$ cat src/rtl/mask_window_sequencer.sv
// Mask-unit initiator: steps a WIN_W window across a latched SEG_W segment, issues one mask
// request per position and forwards each result downstream. MSEQ_TIMEOUT_EN adds a WAIT timeout.
module mask_window_sequencer #(
  parameter int unsigned SEG_W   = 61,
  parameter int unsigned WIN_W   = 15,
  parameter int unsigned POS_W   = 7,
  parameter int unsigned STEP    = 15,
  parameter int unsigned TIMEOUT = 16
) (
  input  logic             clk,
  input  logic             rst,
  input  logic             seg_valid_i,
  output logic             seg_ready_o,
  input  logic [SEG_W-1:0] seg_data_i,
  output logic             mask_en_o,
  output logic [WIN_W-1:0] mask_in_o,
  output logic [POS_W-1:0] mask_pos_o,
  input  logic             mask_done_i,
  input  logic [WIN_W-1:0] mask_out_i,
  output logic             res_valid_o,
  input  logic             res_ready_i,
  output logic [WIN_W-1:0] res_data_o,
  output logic [POS_W-1:0] res_pos_o,
  output logic             res_last_o,
  output logic             busy_o,
  output logic             timeout_err_o
);

  localparam logic [1:0] StIdle  = 2'd0;
  localparam logic [1:0] StIssue = 2'd1;
  localparam logic [1:0] StWait  = 2'd2;
  localparam logic [1:0] StOut   = 2'd3;

  if (STEP == 0 || STEP > WIN_W || TIMEOUT == 0) begin : g_param_check
    $error("mask_window_sequencer: STEP must be 1..WIN_W and TIMEOUT nonzero");
  end

  logic [1:0]             state_q, state_d;
  logic [SEG_W-1:0]       seg_q, seg_d;
  logic [POS_W-1:0]       pos_q, pos_d;
  logic [WIN_W-1:0]       mask_in_q, mask_in_d;
  logic [WIN_W-1:0]       res_data_q, res_data_d;
  logic [POS_W-1:0]       res_pos_q, res_pos_d;
  logic                   res_last_q, res_last_d;
  logic [POS_W:0]         pos_next;
  logic                   last_win;
  logic [SEG_W+WIN_W-1:0] seg_ext;
  logic                   timeout_hit;

  // One extra bit so pos+STEP past the segment end does not wrap in the compare.
  assign pos_next = {1'b0, pos_q} + (POS_W+1)'(STEP);
  assign last_win = (pos_next >= (POS_W+1)'(SEG_W));

  // Zero padding above the segment supplies the out-of-range window bits.
  assign seg_ext   = {{WIN_W{1'b0}}, seg_d};
  assign mask_in_d = (state_d == StIssue) ? WIN_W'(seg_ext >> pos_d) : mask_in_q;

`ifdef MSEQ_TIMEOUT_EN
  localparam int unsigned CntW = $clog2(TIMEOUT + 1);

  logic [CntW-1:0] cnt_q, cnt_d;
  logic            err_q, err_d;

  assign timeout_hit = (state_q == StWait) && !mask_done_i && (cnt_q == CntW'(TIMEOUT - 1));

  always_comb begin
    cnt_d = '0;
    if (state_q == StWait && !mask_done_i) begin
      cnt_d = cnt_q + 1'b1;
    end
    err_d = err_q | timeout_hit;
  end

  always_ff @(posedge clk) begin
    if (rst) begin
      cnt_q <= '0;
      err_q <= 1'b0;
    end else begin
      cnt_q <= cnt_d;
      err_q <= err_d;
    end
  end

  assign timeout_err_o = err_q;
`else
  assign timeout_hit   = 1'b0;
  assign timeout_err_o = 1'b0;
`endif

  always_comb begin
    state_d    = state_q;
    seg_d      = seg_q;
    pos_d      = pos_q;
    res_data_d = res_data_q;
    res_pos_d  = res_pos_q;
    res_last_d = res_last_q;
    unique case (state_q)
      StIdle: begin
        if (seg_valid_i) begin
          seg_d   = seg_data_i;
          pos_d   = '0;
          state_d = StIssue;
        end
      end
      StIssue: state_d = StWait;
      StWait: begin
        if (mask_done_i) begin
          res_data_d = mask_out_i;
          res_pos_d  = pos_q;
          res_last_d = last_win;
          state_d    = StOut;
        end else if (timeout_hit) begin
          state_d = StIdle;
        end
      end
      StOut: begin
        if (res_ready_i) begin
          pos_d   = pos_next[POS_W-1:0];
          state_d = res_last_q ? StIdle : StIssue;
        end
      end
      default: state_d = StIdle;
    endcase
  end

  always_ff @(posedge clk) begin
    if (rst) begin
      state_q    <= StIdle;
      seg_q      <= '0;
      pos_q      <= '0;
      mask_in_q  <= '0;
      res_data_q <= '0;
      res_pos_q  <= '0;
      res_last_q <= 1'b0;
    end else begin
      state_q    <= state_d;
      seg_q      <= seg_d;
      pos_q      <= pos_d;
      mask_in_q  <= mask_in_d;
      res_data_q <= res_data_d;
      res_pos_q  <= res_pos_d;
      res_last_q <= res_last_d;
    end
  end

  assign seg_ready_o = (state_q == StIdle);
  assign mask_en_o   = (state_q == StIssue);
  assign mask_in_o   = mask_in_q;
  assign mask_pos_o  = pos_q;
  assign res_valid_o = (state_q == StOut);
  assign res_data_o  = res_data_q;
  assign res_pos_o   = res_pos_q;
  assign res_last_o  = res_last_q;
  assign busy_o      = (state_q != StIdle);

endmodule

$ cat config.mk
export PLATFORM = sky130hd
export DESIGN_NAME = mask_window_sequencer
export DESIGN_NICKNAME = d
export VERILOG_FILES = /design/src/rtl/mask_window_sequencer.sv
export SDC_FILE = /design/constraint.sdc
export NUM_CORES = 1
export LEC_CHECK = 0
export ABC_AREA = 1
export CORE_MARGIN = 2
export CORE_UTILIZATION = 40
export CTS_CLUSTER_DIAMETER = 100
export DETAILED_ROUTE_END_ITERATION = 16
export PLACE_DENSITY = 0.65
export RECOVER_POWER = 50
export SLEW_MARGIN = 20
export SYNTH_ARGS = -nofsm -noshare
export SYNTH_HDL_FRONTEND = slang
export SYNTH_SLANG_ARGS = --single-unit
$ cat constraint.sdc
create_clock -name clk -period 2.4 [get_ports clk]
set_clock_uncertainty 0.2 [all_clocks]
set_input_delay 0.48 -clock clk [delete_from_list [all_inputs] [get_ports clk]]
set_output_delay 0.48 -clock clk [all_outputs]
set_load 0.05 [all_outputs]
==> impl_metrics.toml, run 1 <==
[status]
violations = "setup timing"
status = "finished, violations left"

[sta]
period_needed_ns = 2.65
finalSetupTns_ns = -2.94
final_max_slew_viol_count = 0
timing.fmax_ghz = 0.377
worst_slew_pin_slew_ns = 0.536
fin_ws_ns = -0.251
hold_violations = 0
setup_viol_count_final = 15
rsz0062_at_grt = "yes"
min_period_over_period = 1.10
max_slew_margin = 0.642

[grt]
first_global_vias = 9257
antenna_found_initial = 0
overflow = 0
grt_max_degree = 86
grt_use_total = 0.299
grt_pass1_wl_mm = 47.8

[synth]
syn_area_sq_mm = 0.00773
ys_async_sr_fraction = 0
ys_types = 35
ys_ff_latch = 108
synth_warnings = 0
syn_avg_cell_area_sq_um = 6.05
ys_seq_area_frac = 0.280
syn_inst = 1278
synth_edf_count = 0
synth_nets = 1366
synth_flop_cell = "dfxtp_1"

[pwr]
intPower_mw = 4.32
p_leak_nw = 5.37
power_density_mw_per_mm2 = 631
seqPwrFrac = 0.281
share_comb_of_total_power = 0.506
peakVddDrop_v = 0.000420
switching_power_mw = 3.23
p_clk_frac = 0.213
p_sw_frac = 0.428

[place]
place.gp.congestion = 0.992
dpl_cell_area_sq_mm = 0.0102
port_buffers = 129
place_ws_ns = -0.627
place_hpwl_mm = 21.3

[clocking]
cts_buffers = 9
path_clk_slew_ns = 0.08
htree_levels = 3
cts_tree = "done"
cts_buffer_depth = 2
cts_root_buffer = "clkbuf_16"
clock-sinks = 108
clk_latency_ns = 0.37

[worst_setup_path]
ff2ff_setup_slack_ns = -0.25
crit_buf_inv = 5
cp-start-kind = "flip-flop"
cp_data_arrival_time_ns = 2.69
crit_fanout = 11
crit_family = "simple AND/OR/NAND/NOR gates"
slowest_stage = "dfxtp_2"
crit_chain = "inv_2, ha_4, inv_8, nand3_4, nor2_4, o21bai_4, buf_12, buf_4, buf_12, nand3_1, nand3_1, nand3_1, nand3_2, nand2_1, nand2_1, a21oi_1"
critical_path.most_common_cell = "nand3_1"
critPathKind = "reg2reg"
endpoint_kind = "flip-flop"
cp.required_ns = 2.44
cp_slowest_stage_delay_ns = 0.35

[drt]
via_per_inst = 5.53
drt_iter0_markers = 788
drt_first_pass_iters = 5
wl_per_cell_microns = 17.6
drt_wl_total_mm = 31.1
dr_total_vias = 9771
drc_errors = 0
postRouteAntennaNets = 0

[die]
start_util = 0.411
core_area_sq_mm = 0.0188
ios = 131
rows = 50
die_y_microns = 143
die_area_sq_mm = 0.0205
chipWidth_microns = 143

[final_layout]
antennaDiodeCount = 0
syn2layout_area_growth_pct = 54.7
nNetsFinal = 1590
drive_above_1_share = 0.264
design_area_sq_mm = 0.0120
fillers = 1704

[run]
drv_cap = 0

[min_path]
min_path_type = "reg2reg"
==> worst paths after layout <==
| check | startpoint | end | depth (start not counted) |
|---|---|---|---|
| worst max-delay path | state_q[1]$_SDFF_PP0_ | mask_in_o[13]$_SDFFE_PP0N_ | 16 |
| worst min-delay path | seg_q[19]$_SDFF_PP0_ | seg_q[19]$_SDFF_PP0_ | 2 |
| worst max register to register | state_q[1]$_SDFF_PP0_ | mask_in_o[13]$_SDFFE_PP0N_ | 16 |
| worst min register to register | seg_q[19]$_SDFF_PP0_ | seg_q[19]$_SDFF_PP0_ | 2 |
==> state kept, by name (all words and copies together), names as in the netlist <==
register	flops
res_data_o	15
state_q	2
seg_q	61
mask_in_o	15
res_last_o	1
mask_pos_o	7
res_pos_o	7
==> layout by cell type (no fill, tap or decap), drive strengths merged, types with 7 or more instances in the layout <==
| master | n |
|---|---|
| nand4 | 7 |
| clkbuf | 13 |
| nand2 | 316 |
| o21ai | 64 |
| clkdlybuf4s50 | 122 |
| inv | 99 |
| buf | 174 |
| nand3 | 402 |
| o21a | 17 |
| dfxtp | 108 |
| a21oi | 69 |
| ha | 7 |
| nor2 | 91 |
==> power by group through the flow <==
stage                     clock network, mW  registers (mW)  logic [mW]
after global routing                   1.70            2.14        4.15
after global placement                    0            2.15        3.34
after detailed placement                  0            2.15        3.35
final                                  1.61            2.12        3.82
after floorplan                           0            2.44        1.83
after CTS                              1.63            2.12        3.61
==> through the flow <==
step | total power, mW | utilization | std cells | hold slack [ns]
after floorplan | 4.27 | - | 1278 | 0.246
after global placement | 5.49 | 0.539 | 1719 | 0.255
after detailed placement | 5.51 | 0.539 | 1719 | 0.262
after CTS | 7.36 | 0.608 | 1759 | 0.275
after global routing | 7.98 | 0.635 | 1766 | 0.293
final | 7.54 | 0.635 | 1766 | 0.273
==> logic make-up (layout without fill, tap and decap cells) <==
| logic type | count (synthesis) | after routing | synth area share |
|---|---|---|---|
| AOI/OAI and AO/OA | 154 | 154 | 0.112 |
| DFF | 108 | 108 | 0.280 |
| other | 1 | 1 | 0.000485 |
| xor gates and xnor gates | 3 | 3 | 0.00437 |
| adders and majority gates | 7 | 7 | 0.0113 |
| buffers and inverters | 185 | 413 | 0.112 |
| and+or+nand+nor | 820 | 820 | 0.480 |
==> synth_stat cells, types with 11 or more instances <==
master	number	area share
buf_4	19	0.018
nand3_1	400	0.26
clkbuf_1	22	0.011
a21oi_1	67	0.043
o21a_1	17	0.017
o21ai_0	42	0.027
nand2_1	310	0.15
o21ai_1	22	0.014
dfxtp_1	108	0.28
inv_2	11	0.0053
nor2_1	86	0.042
inv_1	85	0.041
buf_2	40	0.026
==> tightest hold or removal path, delay by kind of cell (launching register included) <==
family	cells	cell delay [ns]
AOI/OAI and AO/OA	1	0.06
DFF	1	0.30
and+or+nand+nor	1	0.07
==> metal layers <==
layer  global-route usage  routed length, microns  up-vias
li1                     -                       -     4722
met5                    0                       0        -
met3               0.0392                    1790      146
met4                0.161                    2060        0
met2                0.529                   15000      470
met1                0.350                   12300     4433
==> cell type report <==
class                           count  area (sq um)  share of cell area
Sequential cell                   108          2170               0.182
Clock buffer                        9           225              0.0188
Clock inverter                      6          81.3             0.00680
Multi-Input combinational cell    985          5570               0.465
Inverter                           96           382              0.0319
Tap cell                          260           325              0.0272
Timing Repair Buffer              302          3210               0.268
==> repair_timing <==
action	in CTS	in global routing
resized for setup	136	89
gates cloned	10	3
endpoints found under the setup margin	15	15
pin swaps	33	19
hold buffers	0	0
setup buffers	18	4
Power figures use the tool's default switching activity.
==> inputs of run 2 (changes only) <==
--- a/config.mk
+++ b/config.mk
@@ -10,8 +10,9 @@
 export CORE_UTILIZATION = 40
 export CTS_CLUSTER_DIAMETER = 100
 export DETAILED_ROUTE_END_ITERATION = 16
-export PLACE_DENSITY = 0.65
+export PLACE_DENSITY = 0.61
 export RECOVER_POWER = 50
+export SETUP_SLACK_MARGIN = 0.1
 export SLEW_MARGIN = 20
 export SYNTH_ARGS = -nofsm -noshare
 export SYNTH_HDL_FRONTEND = slang
==> run 2 against run 1 <==
The flow still finishes with violations (setup timing). Sequential share of layout area is 0.53 points higher. First-iteration DRC count is 12% higher. Final cell count is 0.51% lower. Cell area is 2.6% lower. Worst setup slack better by 0.050 ns.
==> impl_metrics.toml, run 2 (synthesis results as in run 1) <==
[min_path]
min_path_type = "reg2reg"
min_from = "seg_q[57]$_SDFF_PP0_"

[worst_setup_path]
timing.rr.start = "state_q[0]$_SDFF_PP0_"
cp_data_arrival_time_ns = 2.65
critPathKind = "reg2reg"
endpoint_kind = "flip-flop"
crit_fanout = 7
cp.required_ns = 2.45
worstSetupStartpoint = "state_q[0]$_SDFF_PP0_"
cp-start-kind = "flip-flop"

[drt]
drt_wl_total_mm = 31.2
dr_total_vias = 9606
drt_first_pass_iters = 5
via_per_inst = 5.47
drc_errors = 0
postRouteAntennaNets = 0
wl_per_cell_microns = 17.8
drt_iter0_markers = 886

[die]
die_area_sq_mm = 0.0205
core_area_sq_mm = 0.0188
ios = 131
start_util = 0.411
chipWidth_microns = 143
rows = 50
die_y_microns = 143

[pwr]
power_density_mw_per_mm2 = 642
peakVddDrop_v = 0.000426
fin_total_pwr_mw = 7.48
p_leak_nw = 5.35

[grt]
grt_max_degree = 86
grt_use_total = 0.296
first_global_vias = 9074
antenna_found_initial = 0
overflow = 0
grt_pass1_wl_mm = 47.2

[final_layout]
antennaDiodeCount = 0
nNetsFinal = 1580
layout_common_cells = "296 x nand2_1, 291 x nand3_1, 116 x clkdlybuf4s50_1"
syn2layout_area_growth_pct = 50.7
drive_above_1_share = 0.243
final_common_cell = "nand2_1"
top_register = "seg_q"
largest_reg_flops = 61

[sta]
max_slew_margin = 0.584
period_needed_ns = 2.60
final_max_slew_viol_count = 0
fin_ws_ns = -0.201
rsz0062_at_grt = "yes"
timing.fmax_ghz = 0.384
hold_violations = 0
min_period_over_period = 1.08
whs_ns = 0.269
setup_viol_count_final = 15
worst_slew_pin_slew_ns = 0.627

[status]
status = "finished, violations left"
violations = "setup timing"

[place]
place_hpwl_mm = 21.7
place.gp.congestion = 0.946
port_buffers = 129

[clocking]
cts_buffers = 9
path_clk_slew_ns = 0.08
htree_levels = 3
cts_tree = "done"
clock-sinks = 108
cts_buffer_depth = 2
clk_latency_ns = 0.38
postCtsHoldBufs = 0
cts_root_buffer = "clkbuf_16"

[run]
drv_cap = 0
-- run 2: cell type report --
class | count | area, sq um
flip-flops and latches | 108 | 2180
clock inverters | 7 | 91.3
clock buffers | 9 | 225
well taps | 260 | 325
fillers | 1801 | 7180
multi-input cells | 985 | 5420
inverters | 96 | 372
repair buffers | 292 | 3040
-- run 2: final timing paths --
check | cells past startpoint | end | slack, ns
worst max register to register | 19 | mask_in_o[6]$_SDFFE_PP0N_ | -0.20
worst max-delay path | 19 | mask_in_o[6]$_SDFFE_PP0N_ | -0.20
worst min register to register | 2 | seg_q[57]$_SDFF_PP0_ | 0.27
worst min-delay path | 2 | seg_q[57]$_SDFF_PP0_ | 0.27
-- run 2: power by group --
part / switching [mW] / internal, mW / leakage [nW]
Combinational: 2.33 / 1.41 / 4.31
Sequential: 0.0959 / 2.02 / 0.889
Clock: 0.858 / 0.765 / 0.155
Total: 3.28 / 4.20 / 5.35
-- run 2: layer usage --
metal  part of all wire  GRT usage  vias to the layer above
met2               0.48      0.521                      403
met4              0.055      0.157                        0
met1               0.40      0.347                     4391
met5                  0          0                        -
li1                   -          -                     4698
met3              0.069     0.0419                      114
-- run 2: per-stage QoR --
step / utilization / TNS (ns) / cell area (sq um) / worst slack, ns / instances
3_5_place_dp: 0.540 / -9.76 / 10200 / -0.706 / 1715
4_1_cts: 0.591 / -1.91 / 11100 / -0.151 / 1748
3_3_place_gp: 0.540 / -9.36 / 10200 / -0.680 / 1715
2_1_floorplan: - / 0 / 7800 / 0.0957 / 1278
6_report: 0.619 / -2.32 / 11600 / -0.201 / 1757
5_1_grt: 0.619 / -4.21 / 11600 / -0.312 / 1757
-- run 2: worst max-delay path: stages, from the launching register on --
cell and delay (ns):
dfxtp_2 0.34, inv_2 0.05, ha_4 0.28, inv_8 0.05, nand3_4 0.09, nor2_4 0.05, buf_6 0.11, a21oi_4 0.12
buf_12 0.15, buf_12 0.15, buf_16 0.14, nand3_1 0.13, nand3_1 0.13, nand3_1 0.08, nand2_1 0.08, nand2_1 0.07
nand2_1 0.08, nand2_1 0.06, nand2_1 0.05, a21oi_1 0.05
-- run 2: what timing repair did --
item	CTS	global route
pin swaps	24	11
gates cloned	7	5
setup buffers	10	4
gates resized for setup	95	83
setup endpoints to repair	18	18
endpoints found under the hold margin	0	0
==> inputs of run 3 (changes only) <==
--- a/config.mk
+++ b/config.mk
@@ -5,7 +5,6 @@
 export SDC_FILE = /design/constraint.sdc
 export NUM_CORES = 1
 export LEC_CHECK = 0
-export ABC_AREA = 1
 export CORE_MARGIN = 2
 export CORE_UTILIZATION = 40
 export CTS_CLUSTER_DIAMETER = 100
==> run 3 against run 2 <==
The run still ends with setup timing left. Flip-flop and latch count did not move. Cell area rose by 8.8%. Area after synthesis barely moved. Non-clock buffer count rose by 108. Critical path type unchanged. Largest power group unchanged.
==> impl_metrics.toml, run 3 <==
[drt]
wl_per_cell_microns = 19.7
drt_first_pass_iters = 6
postRouteAntennaNets = 0
drc_errors = 0
drt_iter0_markers = 838
dr_total_vias = 9083
via_per_inst = 5.79
drt_wl_total_mm = 30.9

[sta]
setup_viol_count_final = 15
hold_violations = 0
final_max_slew_viol_count = 0
min_period_over_period = 1.31
period_needed_ns = 3.15
rsz0062_at_grt = "yes"
max_slew_margin = 0.271
fin_ws_ns = -0.750
worst_slew_pin_slew_ns = 1.09
timing.fmax_ghz = 0.317

[synth]
ys_top_cells_by_area = "dfxtp_1 28%, nand2_1 12%, mux2i_1 9.6%"
syn_area_sq_mm = 0.00773
synth.most_common_cell = "nand2_1"
ys_seq_area_frac = 0.280
ys_ff_latch = 108
synth_edf_count = 0
synth_flop_cell = "dfxtp_1"
synth_warnings = 0
ys_types = 67
syn_avg_cell_area_sq_um = 7.91
synth_top_cell_by_area = "dfxtp_1"
syn_inst = 977
synth.top_cells.by_count = "237 x nand2_1, 108 x dfxtp_1, 107 x a21oi_1"
netlist.area_leader.share = 0.280
ys_async_sr_fraction = 0
synth_nets = 1065

[die]
start_util = 0.411
core_area_sq_mm = 0.0188
rows = 50
chipWidth_microns = 143
ios = 131
die_area_sq_mm = 0.0205
die_y_microns = 143

[place]
place_hpwl_mm = 21.4
port_buffers = 129
place_ws_ns = -1.24
place.gp.congestion = 1.01

[min_path]
min_from = "res_data_o[7]$_SDFFE_PP0P_"
min_path_type = "reg2reg"

[grt]
first_global_vias = 8538
grt_pass1_wl_mm = 46.8
overflow = 0
grt_use_total = 0.293
grt_max_degree = 94
antenna_found_initial = 1

[pwr]
p_leak_nw = 4.98
peakVddDrop_v = 0.000388
power_density_mw_per_mm2 = 586

[clocking]
cts_tree = "done"
clk_latency_ns = 0.37
cts_buffers = 9
cts_buffer_depth = 2
clock-sinks = 108
path_clk_slew_ns = 0.08
htree_levels = 3
cts_root_buffer = "clkbuf_16"
postCtsHoldBufs = 0

[worst_setup_path]
crit_chain = "inv_2, ha_4, nor3b_4, buf_4, o21ai_4, buf_12, a22oi_1, or2_4, buf_4, a22oi_1, nand2_1, a22o_1, o31ai_2, o21ai_1"
ff2ff_setup_slack_ns = -0.75
critPathKind = "reg2reg"
cp.required_ns = 2.45
crit_family = "compound AO/OA/AOI/OAI gates"
slowest_stage = "dfxtp_4"
endpoint_kind = "flip-flop"
worstSetupStartpoint = "state_q[0]$_SDFF_PP0_"
crit_buf_inv = 4
crit_fanout = 14
cp_slowest_stage_delay_ns = 0.35
cp_data_arrival_time_ns = 3.20
timing.rr.start = "state_q[0]$_SDFF_PP0_"
cp-start-kind = "flip-flop"

[final_layout]
nNetsFinal = 1392
top_register = "seg_q"
layout_common_cells = "233 x buf_4, 225 x nand2_1, 114 x clkdlybuf4s50_1"
syn2layout_area_growth_pct = 63.9
largest_reg_flops = 61
drive_above_1_share = 0.387
utilization = 0.673
fillers = 1542
final_common_cell = "buf_4"

[status]
violations = "setup timing"
status = "finished, violations left"

[run]
drv_cap = 0
run 3: changes by cell type after synthesis, sizes merged, moves of 33 or more:
cell and delta:
a211oi +36, nand3 -399, o21ai -48, inv -87, mux2i +74, a21oi +38, nand2 -78, nor2 -51
or2 +33, a22oi +48
run 3: logic make-up after synthesis:
kind of cell,share of synthesized area
and+or+nand+nor,0.199
AOI/OAI and AO/OA,0.269
muxes,0.177
DFF,0.280
buffers and inverters,0.0591
adders and majority gates,0.0113
xor gates and xnor gates,0.00453
other,0.000485
run 3: path summary, 6_finish.rpt:
path | to | depth (start not counted)
max | mask_in_o[12]$_SDFFE_PP0N_ | 14
min | res_data_o[7]$_SDFFE_PP0P_ | 2
max reg2reg | mask_in_o[12]$_SDFFE_PP0N_ | 14
min reg2reg | res_data_o[7]$_SDFFE_PP0P_ | 2
run 3: what timing repair did:
item | 4_1_cts | 5_1_grt
pin swaps | 18 | 27
setup buffers | 14 | 12
gates resized for setup | 125 | 84
endpoints found under the setup margin | 21 | 18
cloned | 8 | 3
run 3: tightest hold or removal path, cell delays in order, from the launching register on:
cell,delay (ns)
dfxtp_1,0.31
nand2_1,0.05
a21oi_1,0.05
run 3: final cells by class:
cell class,count,area (sq um),share of cell area
sequential,108,2180,0.172
tap,260,325,0.0257
multi-input combinational,775,6010,0.474
clock inverter,5,43.8,0.00345
inverter,10,46.3,0.00365
antenna,1,2.50,0.000197
timing repair buffer,400,3830,0.302
clock buffer,11,243,0.0191
run 3: per-layer routing:
layer,track usage,share of wire
met1,0.394,0.42
met2,0.474,0.46
met3,0.0453,0.081
met4,0.112,0.035
met5,0,0
run 3: through the flow:
step	cells	cell area, sq um	hold slack [ns]	total power [mW]	TNS (ns)
floorplan	977	7930	0.233	3.91	-7.71
global placement	1517	11000	0.242	5.24	-16.95
detailed placement	1517	11000	0.246	5.26	-17.93
CTS	1555	12100	0.258	7.14	-8.96
global route	1570	12700	0.272	7.74	-11.31
finish	1570	12700	0.258	7.43	-9.97
run 3: where the power goes:
part	switching [mW]	leakage (nW)	internal, mW	total (mW)
Sequential	0.0954	0.885	1.97	2.06
Clock	0.777	0.143	0.753	1.53
Combinational	1.99	3.95	1.85	3.84
